**src/rtl/park_pay_pkg.sv**
```systemverilog
`default_nettype none
// ============================================================================
// Module   : park_pay_pkg
// Purpose  : Shared states, default coin table and saturating add for payment_collector
// Revision : 1.0
// ============================================================================
package park_pay_pkg;

  typedef enum logic [1:0] {
    ST_IDLE    = 2'd0,
    ST_COLLECT = 2'd1,
    ST_PAID    = 2'd2,
    ST_REFUND  = 2'd3
  } pay_state_e;

  // Index 0 is the LSB slice, so selector 0 maps to the rightmost entry.
  localparam logic [31:0] C_COIN_VALUES_DEFAULT = {8'd1, 8'd2, 8'd5, 8'd10};

  function automatic logic [31:0] sat_add(input logic [31:0] a,
                                          input logic [31:0] b,
                                          input int          width);
    logic [32:0] s;
    logic [32:0] lim;
    s   = {1'b0, a} + {1'b0, b};
    lim = (33'd1 << width) - 33'd1;
    return (s > lim) ? lim[31:0] : s[31:0];
  endfunction

endpackage
`default_nettype wire

```
**src/rtl/payment_collector_if.sv**
```systemverilog
`default_nettype none
// ============================================================================
// Module   : payment_collector_if
// Purpose  : Fare request, coin/card/cancel inputs and payment result outputs
// Revision : 1.0
// ============================================================================
interface payment_collector_if #(
  parameter int SUM_W     = 10,
  parameter int NUM_COINS = 4
);
  localparam int CSEL_W = (NUM_COINS > 1) ? $clog2(NUM_COINS) : 1;

  logic              start;
  logic [SUM_W-1:0]  fare;
  logic              coin_valid;
  logic [CSEL_W-1:0] coin_sel;
  logic              card_tap;
  logic              cancel;
  logic              busy;
  logic              paid;
  logic [SUM_W-1:0]  change;
  logic              refund_valid;
  logic [SUM_W-1:0]  refund_amt;
  logic [SUM_W-1:0]  current_sum;
  logic [1:0]        state;

  modport master (
    output start, fare, coin_valid, coin_sel, card_tap, cancel,
    input  busy, paid, change, refund_valid, refund_amt, current_sum, state
  );

  modport slave (
    input  start, fare, coin_valid, coin_sel, card_tap, cancel,
    output busy, paid, change, refund_valid, refund_amt, current_sum, state
  );

endinterface
`default_nettype wire

```
**src/rtl/pay_accumulator.sv**
```systemverilog
`default_nettype none
// ============================================================================
// Module   : pay_accumulator
// Purpose  : Coin lookup, saturating running sum and inactivity timer
// Revision : 1.0
// ============================================================================
module pay_accumulator
  import park_pay_pkg::*;
#(
  parameter int                       SUM_W       = 10,
  parameter int                       NUM_COINS   = 4,
  parameter logic [NUM_COINS*8-1:0]   COIN_VALUES = C_COIN_VALUES_DEFAULT,
  parameter int                       TIMEOUT_CYC = 1000,
  parameter int                       TMR_W       = 16,
  parameter int                       CSEL_W      = 2
) (
  input  logic              clock,
  input  logic              resetn,
  input  logic              clear,
  input  logic              enable,
  input  logic              load,
  input  logic [SUM_W-1:0]  load_val,
  input  logic              coin_valid,
  input  logic [CSEL_W-1:0] coin_sel,
  output logic [SUM_W-1:0]  sum,
  output logic [SUM_W-1:0]  sum_next,
  output logic [SUM_W-1:0]  coin_amt,
  output logic              timeout
);

  logic [SUM_W-1:0] r_sum;
  logic [TMR_W-1:0] r_timer;
  logic [7:0]       w_coin_raw;
  logic             w_sel_ok;
  logic             w_accept;

  always_comb begin
    w_coin_raw = 8'd0;
    w_sel_ok   = 1'b0;
    for (int i = 0; i < NUM_COINS; i++) begin
      if (coin_sel == CSEL_W'(i)) begin
        w_sel_ok   = 1'b1;
        w_coin_raw = COIN_VALUES[i*8 +: 8];
      end
    end
  end

  assign w_accept = enable & coin_valid & w_sel_ok;
  assign coin_amt = w_accept ? SUM_W'(sat_add(32'd0, {24'd0, w_coin_raw}, SUM_W)) : '0;
  assign sum_next = SUM_W'(sat_add(32'(r_sum), 32'(coin_amt), SUM_W));
  assign sum      = r_sum;

  // Fires on the cycle whose increment would bring the timer to TIMEOUT_CYC-1.
  assign timeout  = enable & ~w_accept & (r_timer == TMR_W'(TIMEOUT_CYC - 2));

  always_ff @(posedge clock or posedge resetn) begin
    if (resetn) begin
      r_sum   <= '0;
      r_timer <= '0;
    end else if (clear) begin
      r_sum   <= '0;
      r_timer <= '0;
    end else if (load) begin
      r_sum   <= load_val;
    end else if (enable) begin
      r_sum   <= sum_next;
      r_timer <= w_accept ? '0 : r_timer + TMR_W'(1);
    end
  end

endmodule
`default_nettype wire

```
**src/rtl/payment_collector.sv**
```systemverilog
`default_nettype none
// ============================================================================
// Module   : payment_collector
// Purpose  : Fare collection FSM with coin/card payment, cancel and timeout refund
// Revision : 1.0
// ============================================================================
module payment_collector
  import park_pay_pkg::*;
#(
  parameter int                       SUM_W       = 10,
  parameter int                       NUM_COINS   = 4,
  parameter logic [NUM_COINS*8-1:0]   COIN_VALUES = C_COIN_VALUES_DEFAULT,
  parameter int                       TIMEOUT_CYC = 1000,
  parameter int                       TMR_W       = 16
) (
  input  logic                clock,
  input  logic                resetn,
  payment_collector_if.slave  bus
);

  localparam int CSEL_W = (NUM_COINS > 1) ? $clog2(NUM_COINS) : 1;

  pay_state_e       r_state;
  pay_state_e       w_state_next;
  logic [SUM_W-1:0] r_fare;
  logic [SUM_W-1:0] r_change;
  logic [SUM_W-1:0] r_refund_amt;

  logic             w_fare_load;
  logic             w_acc_clear;
  logic             w_acc_en;
  logic             w_acc_load;
  logic             w_change_load;
  logic [SUM_W-1:0] w_change_val;
  logic             w_refund_load;

  logic [SUM_W-1:0] w_sum;
  logic [SUM_W-1:0] w_sum_next;
  logic [SUM_W-1:0] w_coin_amt;
  logic             w_timeout;

  pay_accumulator #(
    .SUM_W       (SUM_W),
    .NUM_COINS   (NUM_COINS),
    .COIN_VALUES (COIN_VALUES),
    .TIMEOUT_CYC (TIMEOUT_CYC),
    .TMR_W       (TMR_W),
    .CSEL_W      (CSEL_W)
  ) u_acc (
    .clock      (clock),
    .resetn     (resetn),
    .clear      (w_acc_clear),
    .enable     (w_acc_en),
    .load       (w_acc_load),
    .load_val   (r_fare),
    .coin_valid (bus.coin_valid),
    .coin_sel   (bus.coin_sel),
    .sum        (w_sum),
    .sum_next   (w_sum_next),
    .coin_amt   (w_coin_amt),
    .timeout    (w_timeout)
  );

  always_ff @(posedge clock or posedge resetn) begin
    if (resetn) r_state <= ST_IDLE;
    else        r_state <= w_state_next;
  end

  always_comb begin
    w_state_next  = r_state;
    w_fare_load   = 1'b0;
    w_acc_clear   = 1'b0;
    w_acc_en      = 1'b0;
    w_acc_load    = 1'b0;
    w_change_load = 1'b0;
    w_change_val  = '0;
    w_refund_load = 1'b0;
    case (r_state)
      ST_IDLE: begin
        w_acc_clear = 1'b1;
        if (bus.start) begin
          w_fare_load = 1'b1;
          if (bus.fare == '0) begin
            w_state_next  = ST_PAID;
            w_change_load = 1'b1;
          end else begin
            w_state_next  = ST_COLLECT;
          end
        end
      end
      ST_COLLECT: begin
        w_acc_en = 1'b1;
        // Exit priority: cancel, card, sum reached, inactivity.
        if (bus.cancel) begin
          w_state_next  = ST_REFUND;
          w_refund_load = 1'b1;
        end else if (bus.card_tap) begin
          w_state_next  = ST_PAID;
          w_acc_load    = 1'b1;
          w_change_load = 1'b1;
          w_change_val  = w_coin_amt;
        end else if (w_sum >= r_fare) begin
          w_state_next  = ST_PAID;
          w_change_load = 1'b1;
          w_change_val  = w_sum_next - r_fare;
        end else if (w_timeout) begin
          w_state_next  = ST_REFUND;
          w_refund_load = 1'b1;
        end
      end
      ST_PAID: begin
        w_acc_clear  = 1'b1;
        w_state_next = ST_IDLE;
      end
      ST_REFUND: begin
        w_acc_clear  = 1'b1;
        w_state_next = ST_IDLE;
      end
      default: begin
        w_acc_clear  = 1'b1;
        w_state_next = ST_IDLE;
      end
    endcase
  end

  always_ff @(posedge clock or posedge resetn) begin
    if (resetn) begin
      r_fare       <= '0;
      r_change     <= '0;
      r_refund_amt <= '0;
    end else begin
      if (w_fare_load)   r_fare       <= bus.fare;
      if (w_change_load) r_change     <= w_change_val;
      if (w_refund_load) r_refund_amt <= w_sum_next;
    end
  end

  assign bus.busy         = (r_state != ST_IDLE);
  assign bus.paid         = (r_state == ST_PAID);
  assign bus.refund_valid = (r_state == ST_REFUND);
  assign bus.change       = r_change;
  assign bus.refund_amt   = r_refund_amt;
  assign bus.current_sum  = w_sum;
  assign bus.state        = r_state;

endmodule
`default_nettype wire

```
**src/flat_wrapper.sv**
```systemverilog
// flat-port wrapper written by rule: the top's interface ports become plain ports
module payment_collector_flat import park_pay_pkg::*;
#(
  parameter int                       SUM_W       = 10,
  parameter int                       NUM_COINS   = 4,
  parameter logic [NUM_COINS*8-1:0]   COIN_VALUES = C_COIN_VALUES_DEFAULT,
  parameter int                       TIMEOUT_CYC = 1000,
  parameter int                       TMR_W       = 16
)
  (clock, resetn, bus_start, bus_fare, bus_coin_valid, bus_coin_sel, bus_card_tap, bus_cancel, bus_busy, bus_paid, bus_change, bus_refund_valid, bus_refund_amt, bus_current_sum, bus_state);
  payment_collector_if #(.SUM_W(SUM_W), .NUM_COINS(NUM_COINS)) bus_i ();
  input  logic clock;
  input  logic resetn;
  input wire logic [$bits(bus_i.start)-1:0] bus_start;
  input wire logic [$bits(bus_i.fare)-1:0] bus_fare;
  input wire logic [$bits(bus_i.coin_valid)-1:0] bus_coin_valid;
  input wire logic [$bits(bus_i.coin_sel)-1:0] bus_coin_sel;
  input wire logic [$bits(bus_i.card_tap)-1:0] bus_card_tap;
  input wire logic [$bits(bus_i.cancel)-1:0] bus_cancel;
  output wire logic [$bits(bus_i.busy)-1:0] bus_busy;
  output wire logic [$bits(bus_i.paid)-1:0] bus_paid;
  output wire logic [$bits(bus_i.change)-1:0] bus_change;
  output wire logic [$bits(bus_i.refund_valid)-1:0] bus_refund_valid;
  output wire logic [$bits(bus_i.refund_amt)-1:0] bus_refund_amt;
  output wire logic [$bits(bus_i.current_sum)-1:0] bus_current_sum;
  output wire logic [$bits(bus_i.state)-1:0] bus_state;
  assign bus_i.start = bus_start;
  assign bus_i.fare = bus_fare;
  assign bus_i.coin_valid = bus_coin_valid;
  assign bus_i.coin_sel = bus_coin_sel;
  assign bus_i.card_tap = bus_card_tap;
  assign bus_i.cancel = bus_cancel;
  assign bus_busy = bus_i.busy;
  assign bus_paid = bus_i.paid;
  assign bus_change = bus_i.change;
  assign bus_refund_valid = bus_i.refund_valid;
  assign bus_refund_amt = bus_i.refund_amt;
  assign bus_current_sum = bus_i.current_sum;
  assign bus_state = bus_i.state;
  payment_collector #(.SUM_W(SUM_W), .NUM_COINS(NUM_COINS), .COIN_VALUES(COIN_VALUES), .TIMEOUT_CYC(TIMEOUT_CYC), .TMR_W(TMR_W)) u_core (.clock(clock), .resetn(resetn), .bus(bus_i));
endmodule
```
**config.mk**
```make
export PLATFORM = sky130hd
export DESIGN_NAME = payment_collector_flat
export DESIGN_NICKNAME = d
export VERILOG_FILES = /design/src/rtl/park_pay_pkg.sv /design/src/rtl/payment_collector_if.sv /design/src/rtl/pay_accumulator.sv /design/src/rtl/payment_collector.sv /design/src/flat_wrapper.sv
export SDC_FILE = /design/constraint.sdc
export NUM_CORES = 1
export LEC_CHECK = 0
export ABC_AREA = 1
export BUFFER_PORTS_ARGS = -buffer_cell sky130_fd_sc_hd__buf_2
export CORE_UTILIZATION = 25
export CTS_CLUSTER_SIZE = 28
export DETAILED_ROUTE_END_ITERATION = 10
export GPL_ROUTABILITY_DRIVEN = 0
export PLACE_DENSITY = 0.37
export SYNTH_ARGS = -nofsm -noshare
export SYNTH_HDL_FRONTEND = slang
export SYNTH_HIERARCHICAL = 1
export SYNTH_SLANG_ARGS = --single-unit
```
**constraint.sdc**
```tcl
create_clock -name clock -period 3.8 [get_ports clock]
set_input_delay 0.38 -clock clock [delete_from_list [all_inputs] [get_ports clock]]
set_output_delay 0.38 -clock clock [all_outputs]
set_load 0.05 [all_outputs]
```
==> metrics.cfg <==
[outcome]
outcome = finished clean

[yosys]
ys_types = 47
synth.ff_latch_count = 58
avgSynthCellArea_um2 = 7.21
synth_edf_count = 0
synth_ff_type = dfrtp_1
yosysSeqAreaShare = 0.333
synthCells = 605
ys_warn_count = 6
ys_async_sr_fraction = 1.00
synth_area_um2 = 4360

[setup_path]
crit_chain = nor2_8 -> nand2_2 -> nor2_2 -> ha_2 -> inv_1 -> fa_1 -> inv_1 -> nand3_1 -> nand2_1 -> or2_2 -> inv_1 -> ha_1 -> fa_1 -> nand3b_1 -> nand2_1 -> a21oi_1 -> xor2_1 -> nor2_1 -> nor2_1 -> nand2_1
slowest_delay_ns = 0.46
worstReg2RegEnd = u_core/bus.change[6]
r2r_cells = 20
critical_path_class = flop to flop
r2r_start = u_core/bus.state[1]
end_kind = flop
cp-start-kind = flop
path_max_fanout = 5
crit_arrival_ns = 3.71
cp_slowest_cell = dfrtp_2
critical_path_required_ns = 4.02
r2r_slack_ns = 0.31

[global_route]
antenna_found_initial = 0
grtUsageTotal = 0.155
first_global_vias = 4033
grt_pass1_wl_um = 21300
gr-total-overflow = 0
grt_max_degree = 33

[clocking]
cts_root_buffer = clkbuf_16
cts_tree = done
clock-sinks = 58
path_clk_slew_ns = 0.05
clkLatencyLatePin_ns = 0.34
cts_hold_buf = 0
htree_num_levels = 3
numCtsBuffers = 9
cts.path.max_buffers = 2

[run]
drv_cap = 0

[placement]
post-dp-hpwl_um = 10500
dpl_worst_slack_ns = 0.130
numPortBuffers = 52

[route]
vias = 4054
ant_nets = 0
drt_iter0_drc = 225
firstDrtPassIters = 5
drc = 0
drt-vias-per-instance = 4.57
wl_per_cell_um = 14.8
drt_wl_total_um = 13200

[cells_and_area]
nets = 708
area_delta_synth_final_pct = 19.6
antenna_cells = 0
final_cell_mix = 158 x nand2_1, 89 x inv_1, 60 x nor2_1
layout_commonest_cell = nand2_1
drive_gt1_frac = 0.187
final_core_util = 0.310

[pwr]
p_sw_frac = 0.499
intPower_mw = 1.98
vdd_drop_max_mv = 0.280
power_frac_seq = 0.242
power_mw = 3.95
p_comb_frac = 0.525
p_clk_frac = 0.233
p_leak_nw = 2.77
switching_power_mw = 1.97
power_density_nw_per_um2 = 758

[timing]
post-route-min-period_ns = 3.49
whs_ns = 0.138
slew-limit-headroom = 0.252
finalWorstSetupSlack_ns = 0.308
fin_skew_ns = 0.00928
finalSetupTns_ns = 0
drv_slew = 0
tightest_slew_ns = 1.12
finalCritPeriodShare = 0.919
setup_viol = 0
fmax_ghz = 0.286
rsz0062_at_grt = no
hold_viol = 0

[floorplanning]
dieArea_um2 = 18000
core-area_um2 = 16800
die_h_um = 134
chipWidth_um = 134
core.rowCount = 47
start_util = 0.259
ios = 53

[worst_hold_path]
hp-class = input pin to asynchronous set/reset pin

==> cell families after synthesis <==
family,synth area share
other,0.000860
xor gates and xnor gates,0.0181
and+or+nand+nor,0.383
AOI/OAI and AO/OA,0.0746
DFF,0.333
buffers and inverters,0.110
adders and majority gates,0.0809
==> synth_stat cells, types with 2 or more instances <==
master	number	area share
a21oi_1	21	0.024
nor2_2	4	0.0057
fa_1	2	0.0092
or2_2	3	0.0043
inv_1	90	0.077
xor2_1	5	0.010
buf_2	4	0.0046
nand2_2	7	0.010
nand4_1	20	0.029
nor2_1	62	0.053
nand3_4	5	0.020
buf_4	9	0.015
xnor2_1	4	0.0080
nand2_1	158	0.14
inv_2	6	0.0052
nand3_2	2	0.0046
nand3_1	50	0.057
o21ai_1	7	0.0080
nor2_4	5	0.013
nor3_1	8	0.0092
nand3b_1	4	0.0069
and3_1	2	0.0029
o21ai_2	2	0.0040
o21ai_0	16	0.018
dfrtp_1	58	0.33
ha_1	25	0.072
nand2_4	4	0.010
nor4_1	2	0.0029
o22ai_1	2	0.0029
==> metal layers <==
| layer | up-vias | wire, µm | track usage | share of wire |
|---|---|---|---|---|
| met3 | 16 | 564 | 0.0321 | 0.043 |
| met4 | 0 | 236 | 0.0506 | 0.018 |
| met2 | 121 | 5980 | 0.250 | 0.45 |
| met1 | 1867 | 6390 | 0.207 | 0.49 |
| met5 | - | 0 | 0 | 0 |
| li1 | 2050 | - | - | - |
==> through the flow <==
step	cell area (µm²)	cells
3_3_place_gp	4820	870
3_5_place_dp	4820	870
2_1_floorplan	4380	610
4_1_cts	5160	886
5_1_grt	5220	888
6_report	5220	888
==> flip-flops by register name, indices dropped and copies added (netlist names) <==
register and cells:
u_core/u_acc/sum 10, u_core/u_acc/r_timer 16, u_core/bus.refund_amt 10, u_core/r_fare 10, u_core/bus.state 2, u_core/bus.change 10
==> power by group through the flow <==
stage / registers [mW] / clock network, mW / logic (mW)
after global routing: 0.990 / 0.977 / 2.30
after detailed placement: 0.968 / 0 / 2.09
final: 0.958 / 0.920 / 2.07
after CTS: 0.959 / 0.956 / 2.09
after global placement: 0.965 / 0 / 2.09
after floorplan: 1.33 / 0 / 1.17
==> worst max-delay path, delay by kind of cell (launching register included) <==
kind            cells  cell delay [ns]
fa+ha+maj           4             1.23
simple gates       11             1.22
flops               1             0.46
buf+inv             3             0.23
xor+xnor            1             0.14
compound gates      1             0.09
==> layout make-up <==
class / instances / area (µm²)
Fill cell: 1884 / 11600
Multi-Input combinational cell: 440 / 2470
Sequential cell: 58 / 1450
Inverter: 97 / 369
Timing Repair Buffer: 57 / 310
Tap cell: 220 / 275
Clock buffer: 12 / 267
Clock inverter: 4 / 72.6
==> repair_timing <==
item                                    CTS  global route
endpoints found under the setup margin    0             7
setup buffers                             0             2
gates resized for setup                   0             9
==> worst max path at each step <==
stage / start / to / slack (ns) / cells past startpoint
floorplan: u_core/bus.state[0] / u_core/bus.change[6] / 0.1 / 22
global placement: u_core/bus.state[1] / u_core/bus.change[6] / 0.15 / 20
detailed placement: u_core/bus.state[1] / u_core/bus.change[6] / 0.13 / 20
CTS: u_core/bus.state[1] / u_core/bus.change[6] / 0.11 / 20
global route: u_core/bus.state[1] / u_core/bus.change[6] / 0.02 / 20
finish: u_core/bus.state[1] / u_core/bus.change[6] / 0.31 / 20
Power figures use the tool's default switching activity.
